<file path="src/rtl/run_controller_if.sv">
// Run-control bundle between the run controller, its upstream driver and the core.
// The master side drives start/limit/core status and the slave side returns sequencing status.
interface run_controller_if #(
  parameter int CNT_W = 32
);
  logic             start;
  logic [CNT_W-1:0] run_limit;
  logic             halt;
  logic             instr_retire;
  logic             dump_ack;
  logic             cpu_reset;
  logic             running;
  logic             dump_req;
  logic             complete;
  logic             timeout;
  logic [CNT_W-1:0] cycle_count;
  logic [CNT_W-1:0] retire_count;

  modport master (
    output start, run_limit, halt, instr_retire, dump_ack,
    input  cpu_reset, running, dump_req, complete, timeout, cycle_count, retire_count
  );

  modport slave (
    input  start, run_limit, halt, instr_retire, dump_ack,
    output cpu_reset, running, dump_req, complete, timeout, cycle_count, retire_count
  );
endinterface

</file>
<file path="src/rtl/run_controller.sv">
// Run controller: sequences core reset, counts RUN cycles, stops on halt or limit, drains, dumps.
// Define RUN_CTRL_RETIRE_CNT_EN to enable the retired-instruction counter.
module run_controller #(
  parameter int RESET_CYCLES = 4,
  parameter int DRAIN_CYCLES = 8,
  parameter int CNT_W        = 32
) (
  input logic           clk,
  input logic           reset,
  run_controller_if.slave bus
);

  localparam int PHASE_MAX = (RESET_CYCLES > DRAIN_CYCLES) ? RESET_CYCLES : DRAIN_CYCLES;
  localparam int PW = (PHASE_MAX > 1) ? $clog2(PHASE_MAX) : 1;
  localparam logic [PW-1:0] HOLD_LAST  = PW'(RESET_CYCLES - 1);
  localparam logic [PW-1:0] DRAIN_LAST = PW'(DRAIN_CYCLES - 1);

  typedef enum logic [2:0] {IDLE, RST_HOLD, RUN, DRAIN, DUMP, DONE} state_t;

  state_t           state;
  state_t           state_next;
  logic [PW-1:0]    phase;
  logic [CNT_W-1:0] limit_q;
  logic [CNT_W-1:0] cycle_q;
  logic [CNT_W-1:0] retire_q;
  logic             timeout_q;
  logic             start_ok;
  logic             limit_hit;

  assign start_ok  = bus.start && (state == IDLE || state == DONE);
  assign limit_hit = (limit_q != '0) && (cycle_q == limit_q - CNT_W'(1));

  always_ff @(posedge clk) begin
    if (reset) state <= IDLE;
    else       state <= state_next;
  end

  always_comb begin
    state_next = state;
    case (state)
      IDLE, DONE: if (bus.start) state_next = RST_HOLD;
      RST_HOLD:   if (phase == HOLD_LAST) state_next = RUN;
      RUN:        if (bus.halt || limit_hit) state_next = DRAIN;
      DRAIN:      if (phase == DRAIN_LAST) state_next = DUMP;
      DUMP:       if (bus.dump_ack) state_next = DONE;
      default:    state_next = IDLE;
    endcase
  end

  always_comb begin
    bus.cpu_reset = 1'b1;
    bus.running   = 1'b0;
    bus.dump_req  = 1'b0;
    bus.complete  = 1'b0;
    case (state)
      RUN: begin
        bus.cpu_reset = 1'b0;
        bus.running   = 1'b1;
      end
      DRAIN: bus.cpu_reset = 1'b0;
      DUMP: begin
        bus.cpu_reset = 1'b0;
        bus.dump_req  = 1'b1;
      end
      DONE:    bus.complete = 1'b1;
      default: ;
    endcase
  end

  // Shared dwell counter for RST_HOLD and DRAIN; restarts on every state change.
  always_ff @(posedge clk) begin
    if (reset || state_next != state) phase <= '0;
    else if (state == RST_HOLD || state == DRAIN) phase <= phase + PW'(1);
  end

  // The RUN cycle that triggers the exit still counts, so a limit stop ends at cycle_count == limit.
  always_ff @(posedge clk) begin
    if (reset) begin
      limit_q   <= '0;
      cycle_q   <= '0;
      timeout_q <= 1'b0;
    end else if (start_ok) begin
      limit_q   <= bus.run_limit;
      cycle_q   <= '0;
      timeout_q <= 1'b0;
    end else if (state == RUN) begin
      if (cycle_q != '1) cycle_q <= cycle_q + CNT_W'(1);
      if (!bus.halt && limit_hit) timeout_q <= 1'b1;
    end
  end

`ifdef RUN_CTRL_RETIRE_CNT_EN
  always_ff @(posedge clk) begin
    if (reset || start_ok) retire_q <= '0;
    else if ((state == RUN || state == DRAIN) && bus.instr_retire && retire_q != '1)
      retire_q <= retire_q + CNT_W'(1);
  end
`else
  logic unused_retire;
  assign unused_retire = bus.instr_retire;
  assign retire_q      = '0;
`endif

  assign bus.timeout      = timeout_q;
  assign bus.cycle_count  = cycle_q;
  assign bus.retire_count = retire_q;

endmodule

</file>
<file path="src/flat_wrapper.sv">
// flat-port wrapper written by rule: the top's interface ports become plain ports
module run_controller_flat 
#(
  parameter int RESET_CYCLES = 4,
  parameter int DRAIN_CYCLES = 8,
  parameter int CNT_W        = 32
)
  (clk, reset, bus_start, bus_run_limit, bus_halt, bus_instr_retire, bus_dump_ack, bus_cpu_reset, bus_running, bus_dump_req, bus_complete, bus_timeout, bus_cycle_count, bus_retire_count);
  run_controller_if #(.CNT_W(CNT_W)) bus_i ();
  input logic clk;
  input logic reset;
  input wire logic [$bits(bus_i.start)-1:0] bus_start;
  input wire logic [$bits(bus_i.run_limit)-1:0] bus_run_limit;
  input wire logic [$bits(bus_i.halt)-1:0] bus_halt;
  input wire logic [$bits(bus_i.instr_retire)-1:0] bus_instr_retire;
  input wire logic [$bits(bus_i.dump_ack)-1:0] bus_dump_ack;
  output wire logic [$bits(bus_i.cpu_reset)-1:0] bus_cpu_reset;
  output wire logic [$bits(bus_i.running)-1:0] bus_running;
  output wire logic [$bits(bus_i.dump_req)-1:0] bus_dump_req;
  output wire logic [$bits(bus_i.complete)-1:0] bus_complete;
  output wire logic [$bits(bus_i.timeout)-1:0] bus_timeout;
  output wire logic [$bits(bus_i.cycle_count)-1:0] bus_cycle_count;
  output wire logic [$bits(bus_i.retire_count)-1:0] bus_retire_count;
  assign bus_i.start = bus_start;
  assign bus_i.run_limit = bus_run_limit;
  assign bus_i.halt = bus_halt;
  assign bus_i.instr_retire = bus_instr_retire;
  assign bus_i.dump_ack = bus_dump_ack;
  assign bus_cpu_reset = bus_i.cpu_reset;
  assign bus_running = bus_i.running;
  assign bus_dump_req = bus_i.dump_req;
  assign bus_complete = bus_i.complete;
  assign bus_timeout = bus_i.timeout;
  assign bus_cycle_count = bus_i.cycle_count;
  assign bus_retire_count = bus_i.retire_count;
  run_controller #(.RESET_CYCLES(RESET_CYCLES), .DRAIN_CYCLES(DRAIN_CYCLES), .CNT_W(CNT_W)) u_core (.clk(clk), .reset(reset), .bus(bus_i));
endmodule
</file>
<file path="config.mk">
export PLATFORM = sky130hd
export DESIGN_NAME = run_controller_flat
export DESIGN_NICKNAME = d
export VERILOG_FILES = /design/src/rtl/run_controller_if.sv /design/src/rtl/run_controller.sv /design/src/flat_wrapper.sv
export SDC_FILE = /design/constraint.sdc
export NUM_CORES = 1
export LEC_CHECK = 0
export CORE_UTILIZATION = 30
export CTS_CLUSTER_DIAMETER = 40
export CTS_CLUSTER_SIZE = 16
export DETAILED_ROUTE_END_ITERATION = 12
export GPL_ROUTABILITY_DRIVEN = 0
export GPL_TIMING_DRIVEN = 0
export PLACE_DENSITY = 0.63
export SLEW_MARGIN = 20
export SYNTH_ARGS = -nofsm -noshare
export SYNTH_HDL_FRONTEND = slang
export SYNTH_SLANG_ARGS = --single-unit
</file>
<file path="constraint.sdc">
create_clock -name clk -period 8.2 [get_ports clk]
set_input_delay 1.64 -clock clk [delete_from_list [all_inputs] [get_ports clk]]
set_output_delay 1.64 -clock clk [all_outputs]
set_load 0.01 [all_outputs]
</file>
* Yosys cells after proc, flatten, opt, wreduce, memory -nomap -nowiden
Cells that the tools add are included.
Word-level totals: register bits after elaboration 71, bits in latches 0, memory bits (writable) 0, memory bits (read-only) 0, input port bits 38, output and inout port bits 69, memories kept 0
Cells by class: add/sub/neg operators 3, $mul 0, divide/modulo/power cells 0, $lt $le $gt $ge 0, eq/ne operators 10, shifts and indexed selects 0, multiplexer cells 10, bitwise operators 0, reductions and logical operators 15
Operators by type and width (number):
- 32-bit by 1-bit adder with 32-bit output (second input constant) | 1
- 32-bit == test | 1
- 32-bit != test (second input constant) | 1
- 32-bit nonzero test | 1
- 32-bit by 1-bit subtractor with 32-bit output (second input constant) | 1
- 3-bit 2-to-1 mux | 5
- 3-bit one-hot mux with 5 select lines | 1
- 3-bit by 2-bit == test with 1-bit output (second input constant) | 3
- 3-bit == test (second input constant) | 3
- 1-bit logical OR | 4
- 1-bit 2-to-1 mux | 4
- 2-bit AND reduction | 2
- 2-bit OR reduction | 2
- 3-bit by 1-bit adder with 3-bit output (second input constant) | 1
- 3-bit by 1-bit == test with 1-bit output (second input constant) | 1
- 1-bit logical AND | 3
- 3-bit logical NOT | 1
- 3-bit != test | 1
- 3-bit OR reduction | 1
- 1-bit logical NOT | 1

* Logic depth before layout (Yosys ltp)
Gate-level depths: netlist (run 1).
depth after elaboration 8, depth in mapped cells 9

* Least setup slack after synthesis (run 1)
No wires, ideal clock.
kind register to register, from register u_core.limit_q[0], to register u_core.state[0], setup time 59 ps, arrival 2666 ps, required time 8141 ps, setup slack 5475 ps, stages on the path, launching flop included 10, path buffers 0, path through dfxtp_1 -> inv_1 -> ha_1 -> nor3b_2 -> nand3_4 -> or4_4 -> a2111oi_4 -> o211ai_2 -> nor4_4 -> a31o_1
On the way: word-level cells in the longest chain between the ends 6
RTL lines:
- from (decl) | line run_controller.sv:23 | logic [CNT_W-1:0] limit_q;
- from (signal assigned) | line run_controller.sv:83 | limit_q <= bus.run_limit;
- 32-bit by 1-bit subtractor with 32-bit output | line run_controller.sv:31 | assign limit_hit = (limit_q != '0) && (cycle_q == limit_q - CNT_W'(1));
- 32-bit == test | line run_controller.sv:31
- 1-bit logical AND * | line run_controller.sv:31
- 1-bit logical OR * | line run_controller.sv:43 | RUN: if (bus.halt || limit_hit) state_next = DRAIN;
- 3-bit 2-to-1 mux * | line run_controller.sv:43
- 3-bit one-hot mux with 5 select lines * | line run_controller.sv:40 | case (state)
- to (signal assigned) | line run_controller.sv:35 | else state <= state_next;
- to (decl) | line run_controller.sv:20 | state_t state;
Every way passes the cells marked *; elsewhere a longest branch is shown, timed or not. A chain may end at the register's enable or synchronous reset.

* Final worst setup path (run 1)
from register u_core.state[1], to output bus_running
On the way: word-level cells in the longest chain between the ends 2
RTL lines:
- 3-bit by 2-bit == test with 1-bit output | line run_controller.sv:55 | case (state)
- 1-bit 2-to-1 mux | line run_controller.sv:55
- to (decl) | line flat_wrapper.sv:18 | output wire logic [$bits(bus_i.running)-1:0] bus_running;
Every way passes these cells.

==> metrics.yaml, run 1 <==
synth:
  syn-mean-instance-area_um2: 7.71
  synth-edff-count: 0
  ys_seq_area_share_pct: 30.6
  synth_ff_type: "dfxtp_1"
  netlist_instances: 602
  muxShareOfSynthArea_pct: 1.32
  synth_xor_area_share_pct: 11.5
  synth_top_area_share_pct: 30.6
  synth.most_common_cell: "nand2_1"
  yosys_warnings: 0
  synth.ff_latch_count: 71
  synth_area_leaders: "dfxtp_1, xnor2_1, nand2_1"
  ys_async_sr_fraction_pct: 0
  ys_types: 65
  yosysTopAreaCell: "dfxtp_1"
  yosys.area_share.simple_pct: 31.1
  synth-adder-area-share_pct: 1.35
  synth_area_um2: 4640
  netlist_top_cells_count: "nand2_1, dfxtp_1, nor2_1, a21oi_1, xnor2_1"
  synth_compound_area_share_pct: 14.4
  synth_top_family_by_area: "simple AND/OR/NAND/NOR gates"
floorplanning:
  start_util_pct: 30.6
  die_w_um: 126
  core_um2: 15100
  ios: 107
  die-area_um2: 16000
  rows: 45
  die_height_um: 126
power:
  p_leak_nw: 2.16
  p_int_mw: 0.654
  swShare_pct: 28.1
  power.total_mw: 0.910
  netSwitchingPower_mw: 0.256
  power.density_nw_per_um2: 152
  combPwrFrac_pct: 19.3
  vdd_drop_max_v: 0.0000880
  clkPwrFrac_pct: 40.3
  p_seq_share_pct: 40.5
clocking:
  tritoncts: "built"
  ctsResizeCount: 0
  cts_setup_buffers: 0
  cts_root_buffer: "clkbuf_16"
  holdBufCountCts: 0
  clock_latency_ns: 0.34
  cts.sinks: 71
  cts_buffers: 9
  cts_buffer_depth: 2
  clkSlewWorstSetupHoldPaths_ns: 0.05
  h-tree-depth: 3
job:
  maxCapViolations: 0
cells_and_area:
  nets: 759
  drive_above_1_share_pct: 9.43
  area_growth_pct: 29.1
  layout.cells.non_filler: 909
  n_antenna_cell: 0
  final_util_pct: 39.6
timing:
  setup_tns_ns: 0
  period_share_pct: 47.7
  worstMarginPinSlew_ns: 0.704
  hold_viol_final: 0
  finalClockSkew_ns: 0.00617
  whs_ns: 0.501
  max-slew-margin-rel_pct: 52.7
  finalSetupViolations: 0
  drv_slew: 0
  fmax_ghz: 0.255
  rsz0062_at_grt: "false"
  fin_crit_ns: 3.92
place:
  hpwlAfterDp_mm: 9.68
  dpl.cell_count: 893
  io_buffers: 72
grt:
  grt_max_degree: 12
  grt_pass1_vias: 3982
  grt.total_usage_pct: 16.0
  grt_pass1_wl_mm: 20.2
  grt_antenna_before_repair: 0
  overflow: 0
critical_path:
  path_class: "flop to output pin"
  critPathLaunchType: "flop"
  critPathMaxFanout: 10
  critPathArrivalTime_ns: 2.28
  endpoint_kind: "output pin"
  crit_required_ns: 6.56
detailed_routing:
  drc: 0
  route.final.wire_length_mm: 12.4
  vias: 4527
  postRouteAntennaNets: 0
  drt_iter0_markers: 355
  drt-wirelength-per-cell_um: 13.7
  first_pass_iters: 5
  routed_via_density: 4.98
min_path:
  min_path_type: "flop to flop"
run_status:
  outcome: "complete, no violations"
==> stage by stage <==
step	setup slack [ns]	instance area (um2)
detailed placement	4.68	5710
CTS	4.32	5990
finish	4.28	5990
global placement	4.69	5710
global route	4.17	5990
floorplan	5.47	4760
==> routing by layer <==
metal / up-vias / part of all wire (%) / global-route usage [%]
met2: 117 / 45 / 25.1
met5: - / 0 / 0
met1: 2077 / 47 / 21.6
li1: 2317 / - / -
met3: 16 / 5.3 / 3.12
met4: 0 / 1.9 / 6.59
==> critical path: stages (launching register included) <==
cell and delay, ns:
dfxtp_1 0.30, clkbuf_1 0.28, nor2b_1 0.43, nand2_1 0.13, inv_1 0.20, clkdlybuf4s50_1 0.58
==> power groups by stage <==
| stage | Combinational (mW) | Sequential [mW] | Clock, mW |
|---|---|---|---|
| after global routing | 0.195 | 0.370 | 0.390 |
| after detailed placement | 0.174 | 0.375 | 0 |
| after global placement | 0.173 | 0.375 | 0 |
| final | 0.175 | 0.368 | 0.367 |
| after CTS | 0.175 | 0.368 | 0.374 |
| after floorplan | 0.130 | 0.372 | 0 |
==> cells by family (layout without fill, tap and decap cells) <==
logic type	after synthesis	count (layout)
adder cells (fa/ha/maj)	5	5
buffers and inverters	84	172
XOR/XNOR	61	61
other	1	32
AO/OA/AOI/OAI	100	100
flip-flops	71	71
multiplexers	6	6
AND/OR/NAND/NOR	274	274
==> sequential cells by signal, indices dropped and copies added (netlist names) <==
register	cells
u_core.bus.cycle_count	32
u_core.limit_q	32
u_core.phase	3
u_core.state	3
u_core.bus.timeout	1
==> area by class of cell <==
| cell class | instances | area (um2) |
|---|---|---|
| multi-input combinational | 478 | 2890 |
| timing repair buffer | 72 | 721 |
| buffer | 68 | 388 |
| tap | 188 | 235 |
| clock buffer | 13 | 260 |
| sequential | 71 | 1420 |
| clock inverter | 3 | 17.5 |
| fill | 1575 | 9150 |
| inverter | 16 | 60.1 |
==> placed cells by master (no fill, tap or decap), types with 4 or more instances in the layout <==
cell | synthesis | routed
o211a_1 | 4 | 4
ha_1 | 5 | 5
nor4_1 | 27 | 27
xor2_1 | 17 | 17
buf_4 | 32 | 32
nand3_1 | 15 | 15
nor3_1 | 28 | 28
nand2_1 | 82 | 82
or4_1 | 9 | 9
o21ai_0 | 8 | 8
clkbuf_16 | 0 | 9
o31ai_1 | 4 | 4
nand4_1 | 22 | 22
dfxtp_1 | 71 | 71
clkbuf_1 | 30 | 32
inv_1 | 15 | 15
o211ai_1 | 4 | 4
mux2i_1 | 5 | 5
xnor2_1 | 44 | 44
or3_1 | 7 | 7
and3_1 | 4 | 4
conb_1 | 1 | 32
clkdlybuf4s50_1 | 0 | 72
nand3b_1 | 4 | 4
a21oi_1 | 46 | 46
nand2b_1 | 5 | 5
nor2_1 | 48 | 48
==> final timing paths <==
kind	cells after the start	startpoint	to	slack (ns)
worst max-delay path	5	u_core.state[1]	bus_running	4.28
worst min-delay path	2	u_core.limit_q[28]	u_core.limit_q[28]	0.50
worst max register to register	8	u_core.bus.cycle_count[3]	u_core.bus.cycle_count[5]	5.11
worst min register to register	2	u_core.limit_q[28]	u_core.limit_q[28]	0.50
Note: power is estimated with default switching activity, not from simulation.
==> run 2, diff against run 1 <==
--- a/config.mk
+++ b/config.mk
@@ -11,7 +11,7 @@
 export DETAILED_ROUTE_END_ITERATION = 12
 export GPL_ROUTABILITY_DRIVEN = 0
 export GPL_TIMING_DRIVEN = 0
-export PLACE_DENSITY = 0.63
+export PLACE_DENSITY = 0.65
 export SLEW_MARGIN = 20
 export SYNTH_ARGS = -nofsm -noshare
 export SYNTH_HDL_FRONTEND = slang
==> constraint.sdc (replaced) <==
create_clock -name clk -period 3.4 [get_ports clk]
set_input_delay 0.68 -clock clk [delete_from_list [all_inputs] [get_ports clk]]
set_output_delay 0.68 -clock clk [all_outputs]
set_load 0.01 [all_outputs]
==> metrics.yaml, run 2 (same netlist as run 1, synthesis figures left out) <==
power:
  combPwrFrac_pct: 18.8  # -0.5 points
  power.total_mw: 2.25  # +150%
  p_leak_nw: 2.17  # +0.50%
  p_seq_share_pct: 39.5  # -1.0 points
  clkPwrFrac_pct: 41.7  # +1.4 points
  vdd_drop_max_v: 0.000243  # +180%
  power.density_nw_per_um2: 375  # +150%
  netSwitchingPower_mw: 0.619  # +140%
  p_int_mw: 1.63  # +150%
  swShare_pct: 27.5  # -0.60 points
cells_and_area:
  area_growth_pct: 29.4
  final-seq-area_um2: 1420  # unchanged
  layout.cells.non_filler: 909  # unchanged
  mostFrequentLayoutCell: "nand2_1"
  drive_above_1_share_pct: 9.43  # unchanged
  nets: 759  # unchanged
  final_cell_area_um2: 6010  # +0.23%
  n_antenna_cell: 0  # unchanged
  final_cell_mix: "nand2_1, clkdlybuf4s50_1, dfxtp_1, nor2_1, a21oi_1"
  n_fill_cell: 1562  # -0.83%
  multi_input_area_um2: 2890  # unchanged
detailed_routing:
  postRouteAntennaNets: 0  # unchanged
  route.met2.wl_mm: 5.72  # +1.4%
  wl_met1_mm: 6.11  # +3.5%
  drc: 0  # unchanged
  wl_met3_um: 579  # -12%
  vias: 4449  # -1.7%
  routed_via_density: 4.89  # -1.7%
  top_layer: "met4"
  route.final.wire_length_mm: 12.5  # +0.79%
  first_pass_iters: 4  # -1
  drt-wirelength-per-cell_um: 13.8  # +0.79%
  drt_iter0_markers: 489  # +38%
grt:
  grt_pass1_vias: 3838  # -3.6%
  overflow: 0  # unchanged
  grt.total_usage_pct: 15.9  # -0.14 points
  grt_max_degree: 12  # unchanged
  grt_pass1_wl_mm: 20.1  # -0.68%
  grt_antenna_before_repair: 0  # unchanged
clocking:
  cts_buffers: 9  # unchanged
  cts_root_buffer: "clkbuf_16"
  ctsResizeCount: 0  # unchanged
  cts_buffer_depth: 2  # unchanged
  tritoncts: "built"
  clkSlewWorstSetupHoldPaths_ns: 0.06  # about the same
  h-tree-depth: 3  # unchanged
  cts.sinks: 71  # unchanged
  clock_latency_ns: 0.34  # about the same
  holdBufCountCts: 0  # unchanged
  cts_setup_buffers: 0  # unchanged
place:
  hpwlAfterDp_mm: 9.72  # +0.49%
  io_buffers: 72  # unchanged
  dpl.cell_count: 893  # unchanged
  placed_area_um2: 5710  # unchanged
timing:
  drv_slew: 0  # unchanged
  period_share_pct: 91.7
  finalSetupViolations: 0  # unchanged
  worstMarginPinSlew_ns: 0.702  # -0.00185 ns
  fin_crit_ns: 3.12
  finalClockSkew_ns: 0.00542  # -0.000750 ns
  max-slew-margin-rel_pct: 52.9  # +0.12 points
  fmax_ghz: 0.321
  rsz0062_at_grt: "false"
  setup_tns_ns: 0  # unchanged
  hold_viol_final: 0  # unchanged
critical_path:
  critPathLaunchType: "flop"
  path_cells: "inv_1 > ha_1 > nor3b_2 > nand3_4 > or4_4 > a2111oi_4 > o211ai_2 > nor4_4 > a31o_1"
  critPathArrivalTime_ns: 3.40  # +1.12 ns
  slowest_stage: "or4_4"
  critPathMaxFanout: 10  # unchanged
  crit_family: "simple AND/OR/NAND/NOR gates"
  critical_path_buf_inv_count: 1  # -2
  endpoint_kind: "flop"
  cpPeakStageDelay_ns: 0.59  # about the same
  crit_required_ns: 3.68  # -2.88 ns
  path_class: "flop to flop"
job:
  maxCapViolations: 0  # unchanged
floorplanning:
  ios: 107  # unchanged
  rows: 45  # unchanged
  start_util_pct: 30.6  # unchanged
  die_w_um: 126  # unchanged
  core_um2: 15100  # unchanged
  die-area_um2: 16000  # unchanged
  die_height_um: 126  # unchanged
min_path:
  min_path_type: "flop to flop"
run_status:
  outcome: "complete, no violations"
[run 2: cell count changes in the layout (fill, tap and decap cells not counted), sizes merged]
cell / change
clkinv: +1
clkbuf: -1
bufinv: +1
clkinvlp: -1
[run 2: area by class of cell]
type                       instances  area share, %
clock buffer                      12           4.10
clock inverter                     4          0.750
timing repair buffer              72           12.0
inverter                          16           1.00
tap                              188           3.92
multi-input combinational        478           48.1
sequential                        71           23.7
buffer                            68           6.46
[run 2: through the flow]
step                setup WS [ns]  hold slack (ns)  utilization, %
global route               0.0201            0.516            39.7
CTS                         0.257            0.503            39.7
finish                      0.281            0.501            39.7
floorplan                   0.675            0.460               -
detailed placement          0.289            0.494            37.7
global placement            0.293            0.490            37.7
[run 2: worst reg2reg max path: stages, from the launching register on]
cell	delay (ns)
dfxtp_1	0.36
inv_1	0.10
ha_1	0.27
nor3b_2	0.39
nand3_4	0.20
or4_4	0.60
a2111oi_4	0.36
o211ai_2	0.18
nor4_4	0.42
a31o_1	0.20
[run 2: routing by layer]
metal / track usage (%) / vias up
li1: - / 2311
met1: 21.1 / 2020
met2: 25.7 / 110
met3: 3.16 / 8
met4: 5.32 / 0
met5: 0 / -
[run 2: worst paths after layout]
path / endpoint / start / slack [ns] / cells after the start
worst max-delay path: u_core.state[0] / u_core.limit_q[0] / 0.28 / 9
worst min-delay path: u_core.limit_q[30] / u_core.limit_q[30] / 0.50 / 2
worst max register to register: u_core.state[0] / u_core.limit_q[0] / 0.28 / 9
worst min register to register: u_core.limit_q[30] / u_core.limit_q[30] / 0.50 / 2
[run 2: power groups by stage]
stage,clock (mW),sequential (mW),combinational [mW]
final,0.939,0.888,0.423
after global routing,0.985,0.892,0.467
after CTS,0.957,0.888,0.422
after detailed placement,0,0.906,0.420
after global placement,0,0.905,0.416
after floorplan,0,0.896,0.314
